### src/rtl/clut_thresh_pkg.sv
// clut_thresh_pkg -- shared types and constants for the clutter-map
// threshold engine (clut_thresh_iir and its per-lane datapath).
//
// Contents:
//   mode_e  : per-frame map update mode (BYPASS / IIR / PEAK / HOLD)
//   state_e : warm-up state machine states (WARM / RUN)
//   LAT     : fixed input-to-output latency in clock cycles
package clut_thresh_pkg;

  typedef enum logic [1:0] {
    MODE_BYPASS = 2'd0,
    MODE_IIR    = 2'd1,
    MODE_PEAK   = 2'd2,
    MODE_HOLD   = 2'd3
  } mode_e;

  typedef enum logic {
    ST_WARM = 1'b0,
    ST_RUN  = 1'b1
  } state_e;

  localparam int LAT = 4;

endpackage

### src/rtl/clut_thresh_lane.sv
// clut_thresh_lane -- stages S2..S4 of one clutter-map lane.
//   S2: K*new and (2^KW-K)*old products
//   S3: sum, optional rounding, shift by KW, mode mux
//   S4: offset add with saturation to 2^DW-1
//
// Build option: CLUT_THRESH_ROUND_EN adds 2^(KW-1) before the shift
// (round half up); when undefined the IIR result is truncated.
//
// Ports:
//   sys_clk, rst_n  clock, async active-low reset
//   vld1/vld2/vld3  cell valid at S1/S2/S3 (loads the following stage)
//   mode            effective mode of the cell (warm-up already folded in)
//   k               clamped weight, 0..2^KW
//   ofs             threshold offset for this cell
//   new_smp/old_smp new sample and stored map value
//   map, thr        registered map write-back value and threshold
module clut_thresh_lane
  import clut_thresh_pkg::*;
#(
  parameter int DW = 16,
  parameter int KW = 10
) (
  input  logic          sys_clk,
  input  logic          rst_n,
  input  logic          vld1,
  input  logic          vld2,
  input  logic          vld3,
  input  logic [1:0]    mode,
  input  logic [KW:0]   k,
  input  logic [DW-1:0] ofs,
  input  logic [DW-1:0] new_smp,
  input  logic [DW-1:0] old_smp,
  output logic [DW-1:0] map,
  output logic [DW-1:0] thr
);

  localparam int PW = DW + KW + 1;   // product width
  localparam int SW = DW + KW + 2;   // sum width
  localparam logic [KW:0] K_ONE = {1'b1, {KW{1'b0}}};

`ifdef CLUT_THRESH_ROUND_EN
  localparam logic [SW-1:0] RND = SW'(1) << (KW - 1);
`else
  localparam logic [SW-1:0] RND = '0;
`endif

  // ---------------- S2: multiplies ----------------
  logic [KW:0]   k_inv;
  logic [PW-1:0] s2_pn;
  logic [PW-1:0] s2_po;
  mode_e         s2_mode;
  logic [DW-1:0] s2_new;
  logic [DW-1:0] s2_old;
  logic [DW-1:0] s2_ofs;

  // k never exceeds K_ONE (clamped upstream), so this cannot wrap.
  assign k_inv = K_ONE - k;

  // NOTE: datapath registers have no reset; the valid pipeline qualifies
  // them, so their power-up contents are never observed.
  // NOTE: clocked state uses non-blocking assignments so every register
  // samples pre-edge values regardless of statement order.
  always_ff @(posedge sys_clk) begin
    if (vld1) begin
      s2_pn   <= PW'(k) * PW'(new_smp);
      s2_po   <= PW'(k_inv) * PW'(old_smp);
      s2_mode <= mode_e'(mode);
      s2_new  <= new_smp;
      s2_old  <= old_smp;
      s2_ofs  <= ofs;
    end
  end

  // ---------------- S3: sum, round, shift, mode mux ----------------
  logic [SW-1:0] sum;
  logic [DW-1:0] iir;
  logic [DW-1:0] map_c;
  logic          unused_sum;

  // The blend is a convex combination, so the shifted result never exceeds
  // max(new, old); the top bits of sum are always zero after the shift.
  assign sum        = SW'(s2_pn) + SW'(s2_po) + RND;
  assign iir        = sum[KW +: DW];
  assign unused_sum = ^{sum[SW-1:KW+DW], sum[KW-1:0]};

  // NOTE: map_c gets a default before the case so no path leaves it
  // unassigned, which would otherwise infer a latch.
  always_comb begin
    map_c = s2_new;
    case (s2_mode)
      MODE_BYPASS: map_c = s2_new;
      MODE_IIR:    map_c = iir;
      MODE_PEAK:   map_c = (s2_new > s2_old) ? s2_new : s2_old;
      MODE_HOLD:   map_c = s2_old;
      default:     map_c = s2_new;
    endcase
  end

  logic [DW-1:0] s3_map;
  logic [DW-1:0] s3_ofs;

  always_ff @(posedge sys_clk) begin
    if (vld2) begin
      s3_map <= map_c;
      s3_ofs <= s2_ofs;
    end
  end

  // ---------------- S4: offset add and saturation ----------------
  logic [DW:0] thr_sum;

  assign thr_sum = {1'b0, s3_map} + {1'b0, s3_ofs};

  // Outputs hold their last value while no cell is presented.
  always_ff @(posedge sys_clk or negedge rst_n) begin
    if (!rst_n) begin
      map <= '0;
      thr <= '0;
    end else if (vld3) begin
      map <= s3_map;
      thr <= thr_sum[DW] ? '1 : thr_sum[DW-1:0];
    end
  end

endmodule

### src/rtl/clut_thresh_iir.sv
// clut_thresh_iir -- multi-lane recursive clutter-map threshold engine.
// Blends each cell's new power sample with its stored map value using a
// power-of-two fixed-point forgetting factor K = cfg_k / 2^KW, and emits the
// updated map value plus a saturated offset threshold, 4 cycles after input
// in every mode.
//
// Build option: CLUT_THRESH_ROUND_EN selects round-half-up in the IIR blend
// (truncate when undefined). Latency is unaffected.
//
// Ports:
//   sys_clk, rst_n      clock, async active-low reset
//   cfg_mode            0 BYPASS, 1 IIR, 2 PEAK, 3 HOLD (latched at sof)
//   cfg_k               new-sample weight, clamped to 2^KW (latched at sof)
//   cfg_ofs             threshold offset, sampled with each cell
//   cfg_init            pulse, restarts warm-up at the next sof
//   in_vld, in_sof      cell valid / first cell of frame
//   in_new, in_old      new samples and stored map values, lane 0 in LSBs
//   out_vld, out_sof    result valid / sof aligned with the result
//   out_map, out_thr    updated map and threshold per lane
//   out_run             1 when the cell at the output was past warm-up
module clut_thresh_iir
  import clut_thresh_pkg::*;
#(
  parameter int DW          = 16,
  parameter int KW          = 10,
  parameter int NCH         = 1,
  parameter int INIT_FRAMES = 1
) (
  input  logic              sys_clk,
  input  logic              rst_n,
  input  logic [1:0]        cfg_mode,
  input  logic [KW:0]       cfg_k,
  input  logic [DW-1:0]     cfg_ofs,
  input  logic              cfg_init,
  input  logic              in_vld,
  input  logic              in_sof,
  input  logic [NCH*DW-1:0] in_new,
  input  logic [NCH*DW-1:0] in_old,
  output logic              out_vld,
  output logic              out_sof,
  output logic [NCH*DW-1:0] out_map,
  output logic [NCH*DW-1:0] out_thr,
  output logic              out_run
);

  localparam int CW = $clog2(INIT_FRAMES + 2);
  localparam logic [KW:0]   K_ONE   = {1'b1, {KW{1'b0}}};
  localparam logic [CW-1:0] RUN_CNT = CW'(INIT_FRAMES + 1);

  // ---------------- frame config snapshot and warm-up FSM ----------------
  state_e        state;
  state_e        state_nxt;
  logic [CW-1:0] cnt;
  logic [CW-1:0] cnt_nxt;
  logic          init_pend;
  logic          init_pend_nxt;
  mode_e         act_mode;
  logic [KW:0]   act_k;

  logic          sof_hit;
  mode_e         mode_in;
  logic [KW:0]   k_clamped;
  logic          restart;

  mode_e         cell_mode;
  logic [KW:0]   cell_k;
  logic          cell_run;

  assign sof_hit   = in_vld & in_sof;
  assign mode_in   = mode_e'(cfg_mode);
  assign k_clamped = (cfg_k > K_ONE) ? K_ONE : cfg_k;
  // A pending or same-cycle init, or a mode change, restarts warm-up at
  // this sof. A K change alone keeps the current state.
  assign restart   = sof_hit & (init_pend | cfg_init | (mode_in != act_mode));

  // State register
  always_ff @(posedge sys_clk or negedge rst_n) begin
    if (!rst_n) begin
      state     <= ST_WARM;
      cnt       <= '0;
      init_pend <= 1'b0;
      act_mode  <= MODE_BYPASS;
      act_k     <= '0;
    end else begin
      state     <= state_nxt;
      cnt       <= cnt_nxt;
      init_pend <= init_pend_nxt;
      if (sof_hit) begin
        act_mode <= mode_in;
        act_k    <= k_clamped;
      end
    end
  end

  // Next-state logic. A restarting sof counts as warm-up frame 0 (count 1),
  // exactly as the first sof after reset does.
  always_comb begin
    state_nxt     = state;
    cnt_nxt       = cnt;
    init_pend_nxt = init_pend;
    if (sof_hit) begin
      init_pend_nxt = 1'b0;
    end else if (cfg_init) begin
      init_pend_nxt = 1'b1;
    end
    if (restart) begin
      state_nxt = ST_WARM;
      cnt_nxt   = CW'(1);
    end else if (sof_hit && state == ST_WARM) begin
      cnt_nxt = cnt + CW'(1);
      if (cnt_nxt == RUN_CNT) begin
        state_nxt = ST_RUN;
      end
    end
  end

  // Output logic: the sof cell already uses the frame's new config and
  // state; later cells of the frame use the snapshot.
  always_comb begin
    cell_mode = sof_hit ? mode_in : act_mode;
    cell_k    = sof_hit ? k_clamped : act_k;
    cell_run  = (state_nxt == ST_RUN);
  end

  // ---------------- S1 registers and control pipeline ----------------
  logic              s1_vld, s2_vld, s3_vld;
  logic              s1_sof, s2_sof, s3_sof;
  logic              s1_run, s2_run, s3_run;
  mode_e             s1_mode;
  logic [KW:0]       s1_k;
  logic [DW-1:0]     s1_ofs;
  logic [NCH*DW-1:0] s1_new;
  logic [NCH*DW-1:0] s1_old;

  always_ff @(posedge sys_clk or negedge rst_n) begin
    if (!rst_n) begin
      s1_vld  <= 1'b0;
      s2_vld  <= 1'b0;
      s3_vld  <= 1'b0;
      out_vld <= 1'b0;
      s1_sof  <= 1'b0;
      s2_sof  <= 1'b0;
      s3_sof  <= 1'b0;
      out_sof <= 1'b0;
      s1_run  <= 1'b0;
      s2_run  <= 1'b0;
      s3_run  <= 1'b0;
      out_run <= 1'b0;
    end else begin
      s1_vld  <= in_vld;
      s2_vld  <= s1_vld;
      s3_vld  <= s2_vld;
      out_vld <= s3_vld;
      s1_sof  <= sof_hit;
      s2_sof  <= s1_sof;
      s3_sof  <= s2_sof;
      out_sof <= s3_sof;
      if (in_vld) s1_run  <= cell_run;
      if (s1_vld) s2_run  <= s1_run;
      if (s2_vld) s3_run  <= s2_run;
      if (s3_vld) out_run <= s3_run;
    end
  end

  // Warm-up is folded into the mode here: a warm cell is simply BYPASS.
  always_ff @(posedge sys_clk) begin
    if (in_vld) begin
      s1_mode <= cell_run ? cell_mode : MODE_BYPASS;
      s1_k    <= cell_k;
      s1_ofs  <= cfg_ofs;
      s1_new  <= in_new;
      s1_old  <= in_old;
    end
  end

  // ---------------- per-lane datapath ----------------
  for (genvar l = 0; l < NCH; l++) begin : g_lane
    clut_thresh_lane #(
      .DW(DW),
      .KW(KW)
    ) u_lane (
      .sys_clk (sys_clk),
      .rst_n   (rst_n),
      .vld1    (s1_vld),
      .vld2    (s2_vld),
      .vld3    (s3_vld),
      .mode    (s1_mode),
      .k       (s1_k),
      .ofs     (s1_ofs),
      .new_smp (s1_new[l*DW +: DW]),
      .old_smp (s1_old[l*DW +: DW]),
      .map     (out_map[l*DW +: DW]),
      .thr     (out_thr[l*DW +: DW])
    );
  end

endmodule

### config.mk
export PLATFORM = sky130hd
export DESIGN_NAME = clut_thresh_iir
export DESIGN_NICKNAME = d
export VERILOG_FILES = /design/src/rtl/clut_thresh_pkg.sv /design/src/rtl/clut_thresh_lane.sv /design/src/rtl/clut_thresh_iir.sv
export SDC_FILE = /design/constraint.sdc
export NUM_CORES = 1
export LEC_CHECK = 0
export CAP_MARGIN = 0
export CORE_MARGIN = 3
export CORE_UTILIZATION = 40
export CTS_CLUSTER_DIAMETER = 80
export DETAILED_ROUTE_END_ITERATION = 7
export GPL_TIMING_DRIVEN = 0
export SYNTH_ARGS = -nofsm -noshare
export SYNTH_HDL_FRONTEND = slang
export SYNTH_SLANG_ARGS = --single-unit
### constraint.sdc
create_clock -name sys_clk -period 14.85 [get_ports sys_clk]
set_input_delay 2.97 -clock sys_clk [delete_from_list [all_inputs] [get_ports sys_clk]]
set_output_delay 2.97 -clock sys_clk [all_outputs]
set_load 0.02 [all_outputs]
[After elaboration in Yosys (flattened, before gate mapping)]
Cells that the tools add are included.
Storage, ports and cells
  bits in registers: 256
  input port bits: 66
  output and inout bits: 35
  word-level logic and storage cells: 67
Operators by class
  add/sub/neg operators: 4
  multiply operators: 2
  magnitude comparators: 2
  equal/unequal tests: 5
  muxes and demuxes: 13
  bitwise gates (word level): 5
  reduce and logical (&&, ||, !) cells: 4
Operators by type and width (count)
  16-bit one-hot mux with 4 select lines: 1
  11-bit by 16-bit multiplier with 26-bit output: 2
  16-bit 2-to-1 mux: 2
  26-bit adder: 1
  11-bit 2-to-1 mux: 2
  16-bit by 16-bit adder with 17-bit output: 1
  16-bit > comparator: 1
  11-bit > comparator (second input constant): 1
  11-bit subtractor (first input constant): 1
  2-bit == test (second input constant): 3
  2-bit 2-to-1 mux: 3
  1-bit 2-to-1 mux: 5
  2-bit nonzero test: 2
  2-bit by 1-bit adder with 2-bit output (second input constant): 1
  1-bit AND: 2
  2-bit by 1-bit == test with 1-bit output (second input constant): 1
  2-bit logical NOT: 1
  2-bit != test: 1
  1-bit bitwise OR: 2
  1-bit logical AND: 1
  1-bit inverter: 1

[Logic depth before layout (Yosys ltp)]
Gate-level depths: netlist (run 1).
  word-level depth: 5
  mapped depth: 27
  gate-level depth less buffers: 25

[Cells and area by module]
A second synthesis (run 1) with hierarchy kept.
Second synthesis, totals
  cell total of the unflattened synthesis: 1947
  area, all modules: 21329.2 sq um
By module, submodules not included
  clut_thresh_lane: instances 1, cells each 1790, area each 18343.8 sq um, sequential area each 4824.6 sq um
  clut_thresh_iir: instances 1, cells each 157, area each 2985.4 sq um, sequential area each 2557.5 sq um

[Least setup slack after synthesis (run 1)]
No wires, ideal clock.
  path kind: reg-to-reg
  from: register s1_k[0]
  to: register g_lane[0].u_lane.s2_po[25] (data pin)
  setup time: 260 ps
  data arrival time: 6075 ps
  required time: 14590 ps
  path slack: 8515 ps
  cell stages (with the launch flop): 27
  buffers on the path: 2
  clock period less this slack: 6335 ps
  cells stage by stage: edfxtp_1 -> clkbuf_1 -> inv_1 -> ha_1 -> nor3b_1 -> xnor2_1 -> clkbuf_1 -> nand2_1 -> fa_1 -> inv_1 -> fa_1 -> inv_1 -> fa_1 -> inv_1 -> fa_1 -> inv_1 -> fa_1 -> inv_1 -> ha_1 -> o211a_1 -> o21ai_0 -> a31oi_1 -> a221oi_1 -> o211ai_1 -> a31o_2 -> a21oi_1 -> xnor2_1
Between the ends
  word-level cells in the longest chain between the ends: 2
RTL lines
  from (decl): RTL line clut_thresh_iir.sv:130  | logic [KW:0] s1_k;
  from (signal assigned): RTL line clut_thresh_iir.sv:169  | s1_k <= cell_k;
  11-bit subtractor: RTL line clut_thresh_lane.sv:57  | assign k_inv = K_ONE - k;
  11-bit by 16-bit multiplier with 26-bit output: RTL line clut_thresh_lane.sv:66  | s2_po <= PW'(k_inv) * PW'(old_smp);
  to (signal assigned): RTL line clut_thresh_lane.sv:66
  to (decl): RTL line clut_thresh_lane.sv:50  | logic [PW-1:0] s2_po;
Every way passes these cells.
A chain may end at the register's enable or synchronous reset.

[Worst setup path after layout (run 1)]
Ends and elaborated chain as after synthesis.

==> reports/qor.csv, run 1 <==
stage,metric,value,unit
outcome,status,finished clean,
finish,final_common_cell,inv_1,
setup_path,worstSetupPathType,reg -> reg,
clock_tree,clock_latency,0.59,ns
pwr,switching_share,43.57,%
clock_tree,cts_resized,0,
logic_synthesis,synth_xor_area_share,3.444,%
finish,fin_cells,2804,
logic_synthesis,yosys.area.top_type,edfxtp_1,
placement,dp_hpwl,40830,um
sta,fin_tns_setup,0,ns
finish,multiInputGateArea,0.01259,mm^2
setup_path,crit_path_end_kind,register,
global_route,grt_usage,18.66,%
logic_synthesis,muxShareOfSynthArea,1.687,%
finish,utilization,46.15,%
finish,regArea,0.007387,mm^2
finish,drive_above_1_share,4.348,%
setup_path,worstPathArrival,8.52,ns
clock_tree,cts_made_buffers,30,
logic_synthesis,synth.distinct_cells,62,
placement,dp_cells,2750,
logic_synthesis,synth_compound_area_share,7.187,%
sta,rsz0062_at_grt,no,
global_route,grt_pass1_vias,15327,
setup_path,r2r_cells,24,
floorplan,start_util,40.57,%
detailed_routing,wl_per_cell,18.48,um
pwr,intPower,3442,uW
floorplan,fp.dieH,237.1,um
logic_synthesis,yosysSeqAreaShare,34.56,%
hold_path,hold_path_depth,0,
placement,gp_congestion,0.8745,
logic_synthesis,ys.warnings.count,0,
clock_tree,cts.sinks,256,
finish,reg.largest.list,"g_lane.u_lane.s2_pn x26, g_lane.u_lane.s2_po x26",
finish,area_growth,13.75,%
placement,preCtsSetupSlack,6.689,ns
sta,timing.final.crit_share,55.13,%
placement,port_buffers,100,
detailed_routing,drtIter0Drc,832,
clock_tree,clk_path_buf_depth,3,
pwr,seqPwrFrac,20.5,%
pwr,clkPwrFrac,12.3,%
clock_tree,postCtsSetupBuffers,0,
pwr,p_comb_share,67.2,%
setup_path,slowest_stage,xnor2_1,
logic_synthesis,synth_area_per_cell,10.90,um^2
setup_path,rr_endpoint,g_lane[0].u_lane.s2_po[25],
detailed_routing,ant_nets,0,
sta,setup_viol,0,
clock_tree,clkTransAtPathRegs,0.06,ns
sta,hold_violations,0,
global_route,grt_pass1_wl,82630,um
logic_synthesis,synth_seq_cells,256,
floorplan,dieArea,0.05621,mm^2
pwr,ir_drop,0.0002205,V
sta,fmax,122.1,MHz
detailed_routing,vias,14403,
setup_path,r2r_slack,6.66,ns
logic_synthesis,yosysTopAreaCellShare,27.41,%
pwr,p_sw,2658,uW
setup_path,crit_required,15.18,ns
global_route,grt_antenna_before_repair,2,
global_route,grt_max_degree,62,
floorplan,die_w,237.1,um
clock_tree,cts_tree,yes,
finish,antenna_cells,0,
hold_path,hold_class,reg -> reg,
setup_path,path_cells,clkbuf_1 > inv_1 > ha_1 > nand3b_1 > nor3_1 > xnor2_1 > clkbuf_1 > nand2_1 > fa_1 > fa_1 > fa_1 > fa_1 > fa_1 > inv_1 > ha_1 > a21oi_1 > nor2b_1 > o21ai_0 > nand2b_1 > a221oi_1 > o211ai_1 > a31o_2 > a21oi_1 > xnor2_1,
logic_synthesis,synth_edf_count,195,
global_route,grt_overflow,0,
setup_path,cp_common_cell,fa_1,
sta,slew_viol_final,0,
sta,layout_setup_ws,6.663,ns
setup_path,max_stage_delay,0.93,ns
hold_path,min_to,s3_sof,
sta,relSlewSlack,21.81,%
floorplan,io_pins,101,
floorplan,core_area,0.05266,mm^2
clock_tree,ctsHoldBuffers,0,
setup_path,cp_max_fo,10,
detailed_routing,avgViaCountPerCell,5.137,
logic_synthesis,synth_cells,1960,
pwr,cellPowerDensity,251.1,mW/mm^2
finish,fill_cells,4892,
sta,worstMarginPinSlew,1.165,ns
sta,final.min_clock_period,8.187,ns
setup_path,cp-start-kind,register,
logic_synthesis,synth-simple-area-share,12.61,%
logic_synthesis,synthTopCellsByArea,"edfxtp_1, fa_1, ha_1",
logic_synthesis,syn-cell-area,0.02136,mm^2
clock_tree,root_buffer,clkbuf_16,
detailed_routing,drcViolationCount,0,
pwr,p_leak,0.01067,uW
floorplan,core.rowCount,84,
logic_synthesis,synthAdderAreaFrac,34.00,%
clock_tree,htreeDepth,1,
logic_synthesis,ys_async_sr_fraction,23.83,%
run,drv_cap,0,
detailed_routing,first_pass_iters,5,
setup_path,path_buf_inv,4,
finish,fin_nets,2591,
detailed_routing,finalWirelength,51810,um
logic_synthesis,synth_top_family_by_area,adder cells,
setup_path,crit_family,adder cells,
setup_path,r2r_start,s1_k[0],
logic_synthesis,ys.flop_type,edfxtp_1,
logic_synthesis,synthesis.nets,2457,
hold_path,hp-start,s2_sof,
finish,final_cell_mix,"inv_1, fa_1, nand2_1, edfxtp_1, ha_1",
sta,clock_skew,0.01671,ns
## final cells by class
cell class,count,share of cell area [%]
Buffer,76,1.174
Clock buffer,38,3.507
Clock inverter,16,0.7209
Inverter,295,4.557
Multi-Input combinational cell,1333,51.80
Sequential cell,256,30.40
Tap cell,688,3.543
Timing Repair Buffer,102,4.295
## kinds of logic after synthesis
logic type / count (synthesis)
adder cells (fa/ha/maj): 431
XOR/XNOR: 84
AND/OR/NAND/NOR: 554
AO/OA/AOI/OAI: 231
flip-flops: 256
multiplexers: 33
buffers and inverters: 371
## power by group through the flow
stage	logic (uW)	registers [uW]	clock network, uW
finish	4100	1250	749
global route	4670	1270	799
CTS	4120	1250	772
detailed placement	4090	1270	0
global placement	4010	1270	0
floorplan	3140	1260	0
## layer usage
layer / GRT usage (%) / routed length (um) / vias to the layer above
met5: 0 / 10 / -
met3: 2.725 / 2731 / 81
met4: 4.416 / 1325 / 2
met1: 25.60 / 23170 / 7317
li1: - / - / 6641
met2: 31.33 / 24570 / 362
## how the worst max path moves through the flow
stage          startpoint                         end  slack [ns]  cells after the start
4_1_cts           s1_k[0]  g_lane[0].u_lane.s2_po[25]        6.64                     24
6_report          s1_k[0]  g_lane[0].u_lane.s2_po[25]        6.66                     24
2_1_floorplan     s1_k[0]  g_lane[0].u_lane.s2_po[25]        8.52                     26
5_1_grt           s1_k[0]  g_lane[0].u_lane.s2_po[25]        6.11                     24
3_5_place_dp      s1_k[0]  g_lane[0].u_lane.s2_po[25]        6.69                     24
3_3_place_gp       in_vld                     s1_k[7]        6.72                      5
## metrics by stage
stage,instance area [um^2],power [uW],hold WS [ns]
6_report,24300,6101,0.3536
5_1_grt,24300,6740,0.3686
4_1_cts,24300,6149,0.3516
3_5_place_dp,23270,5356,0.3365
3_3_place_gp,23220,5282,0.3326
2_1_floorplan,21360,4408,0.3312
## synthesized netlist by cell type, types with 21 or more instances
library cell,count
a21o_1,27
a21oi_1,69
and2_1,155
clkbuf_1,69
dfrtp_1,61
edfxtp_1,195
fa_1,249
ha_1,182
inv_1,295
mux2_2,24
nand2_1,234
nand2b_1,28
nor2_1,72
o21ai_0,44
xnor2_1,63
xor2_1,21
## worst reg2reg max path: stages (launching register included)
cell,delay (ns)
edfxtp_1,0.51
clkbuf_1,0.62
inv_1,0.10
ha_1,0.27
nand3b_1,0.18
nor3_1,0.08
xnor2_1,0.93
clkbuf_1,0.54
nand2_1,0.18
fa_1,0.58
fa_1,0.43
fa_1,0.51
fa_1,0.43
fa_1,0.49
inv_1,0.04
ha_1,0.33
a21oi_1,0.18
nor2b_1,0.06
o21ai_0,0.16
nand2b_1,0.09
a221oi_1,0.51
o211ai_1,0.21
a31o_2,0.26
a21oi_1,0.17
xnor2_1,0.08
Note: power is estimated with default switching activity, not from simulation.
==> run 2: changes to the inputs <==
- clock period: 14.85 -> 7.92 ns (I/O delays scaled with it)
==> run 2 against run 1 <==
Compared with the run above:
- final area rose by 0.55%
- non-clock buffer count grew 3
- total power grew 88%
- sequential cell count did not move
- die area unchanged
- worst hold slack barely moved
- critical path depth did not move
- first-iteration DRC count up 0.60%
- cell count up 0.14%
- global-route usage hardly changed
- sequential share of layout area shrank 0.17 points
- critical path type unchanged
- highest routed layer is now met4
==> reports/qor.csv, run 2 (synthesis gave the netlist of run 1 again) <==
stage,metric,value,unit,change
outcome,status,finished clean,,unchanged
floorplan,io_pins,101,,unchanged
setup_path,crit_path_end_kind,register,,unchanged
setup_path,startpoint,s1_k[1],,was s1_k[0]
detailed_routing,vias,14363,,was 14.40k
clock_tree,root_buffer,clkbuf_16,,unchanged
placement,placed_area,0.02327,mm^2,unchanged
setup_path,max_stage_delay,0.61,ns,was 0.93 ns
hold_path,hold_path_depth,0,,unchanged
sta,worstMarginPinSlew,0.9633,ns,was 1.165 ns
global_route,grt_usage,18.65,%,was 18.66%
finish,final_cell_mix,"inv_1, fa_1, nand2_1, edfxtp_1, ha_1",,unchanged
detailed_routing,drcViolationCount,0,,unchanged
floorplan,dieArea,0.05621,mm^2,unchanged
finish,fin_cells,2808,,was 2804
setup_path,cp.depth,24,,unchanged
finish,reg.largest.list,"g_lane.u_lane.s2_pn x26, g_lane.u_lane.s2_po x26",,unchanged
clock_tree,clk_path_buf_depth,3,,unchanged
clock_tree,htreeDepth,1,,unchanged
clock_tree,clock_latency,0.58,ns,was 0.59 ns
detailed_routing,ant_nets,0,,unchanged
sta,setup_viol,0,,unchanged
pwr,cellPowerDensity,469.9,mW/mm^2,was 251.1 mW/mm^2
clock_tree,cts_made_buffers,30,,unchanged
setup_path,path_buf_inv,4,,unchanged
finish,final_common_cell,inv_1,,unchanged
setup_path,r2r_slack,0.44,ns,was 6.66 ns
sta,final.min_clock_period,7.478,ns,was 8.187 ns
pwr,report.power.total,11480,uW,was 6101 uW
detailed_routing,avgViaCountPerCell,5.115,,was 5.137
setup_path,cp_common_cell,fa_1,,unchanged
setup_path,crit_required,8.25,ns,was 15.18 ns
setup_path,worstPathArrival,7.80,ns,was 8.52 ns
finish,fill_cells,4875,,was 4892
sta,hold_violations,0,,unchanged
sta,rsz0062_at_grt,no,,unchanged
sta,relSlewSlack,35.10,%,was 21.81%
hold_path,min_to,s3_sof,,unchanged
global_route,grt_pass1_wl,82630,um,unchanged
clock_tree,cts.sinks,256,,unchanged
floorplan,core.rowCount,84,,unchanged
sta,fmax,133.7,MHz,was 122.1 MHz
finish,post-route-cell-area,0.02443,mm^2,was 0.02430 mm^2
global_route,grt_antenna_before_repair,1,,was 2
setup_path,cp_max_fo,10,,unchanged
setup_path,r2r_start,s1_k[1],,was s1_k[0]
detailed_routing,first_pass_iters,5,,unchanged
detailed_routing,drtIter0Drc,837,,was 832
run,drv_cap,0,,unchanged
clock_tree,ctsHoldBuffers,0,,unchanged
placement,dp_hpwl,40830,um,unchanged
setup_path,crit_family,adder cells,,unchanged
global_route,grt_overflow,0,,unchanged
floorplan,core_area,0.05266,mm^2,unchanged
setup_path,r2r_cells,24,,unchanged
sta,timing.final.crit_share,94.42,%,was 55.13%
finish,drive_above_1_share,5.333,%,was 4.348%
floorplan,die_w,237.1,um,unchanged
setup_path,rr_endpoint,g_lane[0].u_lane.s2_po[24],,was g_lane[0].u_lane.s2_po[25]
setup_path,worstSetupPathType,reg -> reg,,unchanged
global_route,grt_max_degree,62,,unchanged
finish,fin_nets,2594,,was 2591
setup_path,cp-start-kind,register,,unchanged
floorplan,start_util,40.57,%,unchanged
pwr,ir_drop,0.0004217,V,was 0.0002205 V
detailed_routing,finalWirelength,51650,um,was 51810 um
placement,port_buffers,100,,unchanged
sta,slew_viol_final,0,,unchanged
floorplan,fp.dieH,237.1,um,unchanged
clock_tree,clkTransAtPathRegs,0.06,ns,about the same
clock_tree,cts_tree,yes,,unchanged
global_route,grt_pass1_vias,15342,,was 15.33k
hold_path,hp-start,s2_sof,,unchanged
finish,utilization,46.40,%,was 46.15%
detailed_routing,wl_per_cell,18.39,um,was 18.48 um
setup_path,slowest_stage,edfxtp_1,,was xnor2_1
placement,gp_congestion,0.8745,,unchanged
finish,area_growth,14.37,%,was 13.75%
setup_path,path_cells,clkbuf_2 > inv_1 > ha_1 > nand3b_1 > nor3_1 > xnor2_2 > clkbuf_2 > nand2_1 > fa_1 > fa_1 > fa_1 > fa_1 > fa_1 > inv_1 > ha_1 > a21o_1 > a21o_1 > a21oi_1 > a21oi_1 > o21ai_0 > a31oi_1 > a21o_1 > a21oi_1 > xnor2_1,,was clkbuf_1 > inv_1 > ha_1 > nand3b_1 > nor3_1 > xnor2_1 > clkbuf_1 > nand2_1 > fa_1 > fa_1 > fa_1 > fa_1 > fa_1 > inv_1 > ha_1 > a21oi_1 > nor2b_1 > o21ai_0 > nand2b_1 > a221oi_1 > o211ai_1 > a31o_2 > a21oi_1 > xnor2_1
hold_path,hold_class,reg -> reg,,unchanged
placement,dp_cells,2750,,unchanged
sta,clock_skew,0.01860,ns,was 0.01671 ns
pwr,p_leak,0.01074,uW,was 0.01067 uW
[run 2: layout make-up]
class | instances | area, um^2 | area share [%]
Multi-Input combinational cell | 1333 | 12680 | 51.91
Sequential cell | 256 | 7387 | 30.24
Inverter | 295 | 1107 | 4.532
Timing Repair Buffer | 106 | 1074 | 4.394
Tap cell | 688 | 860.8 | 3.523
Clock buffer | 38 | 852.1 | 3.487
Buffer | 75 | 290.3 | 1.188
Clock inverter | 16 | 175.2 | 0.7170
Antenna cell | 1 | 2.502 | 0.01024
[run 2: worst reg2reg max path: cells and delay by family, from the launching register on]
family,cells,cell delay (ns)
xor gates and xnor gates,2,0.61
adders and majority gates,7,3.07
DFF,1,0.61
AOI/OAI and AO/OA,8,1.54
and+or+nand+nor,3,0.55
buffers and inverters,4,0.84
[run 2: per-layer routing]
metal,share of wire (%),GRT usage (%),vias to the layer above
met3,5.3,2.504,69
met4,2.1,4.435,0
met5,0,0,-
li1,-,-,6642
met2,48,31.33,363
met1,45,25.73,7289
[run 2: worst max path at each step]
stage                                            end  slack (ns)
after CTS                 g_lane[0].u_lane.s2_po[25]       0.005
after detailed placement  g_lane[0].u_lane.s2_po[25]       -0.24
final                     g_lane[0].u_lane.s2_po[24]        0.44
after floorplan           g_lane[0].u_lane.s2_po[25]        1.59
after global placement    g_lane[0].u_lane.s2_po[25]       -0.19
after global routing      g_lane[0].u_lane.s2_po[24]        0.08
[run 2: stage by stage]
stage          hold WS (ns)  setup TNS [ns]  setup slack [ns]
2_1_floorplan        0.3312               0             1.585
3_3_place_gp         0.3326         -0.2780           -0.1936
3_5_place_dp         0.3365         -0.4231           -0.2407
4_1_cts              0.3516               0          0.005284
5_1_grt              0.3686               0           0.07502
6_report             0.3536               0            0.4416
[run 2: repair_timing]
action | CTS | global route
pin swaps | 0 | 2
buffers inserted | 0 | 4
hold endpoints to repair | 0 | 0
resized for setup | 5 | 21
endpoints found under the setup margin | 2 | 5
[run 2: power breakdown]
group / switching [uW] / internal [uW]
logic: 4250 / 3480
registers: 186 / 2160
clock network: 573 / 831
total: 5000 / 6480
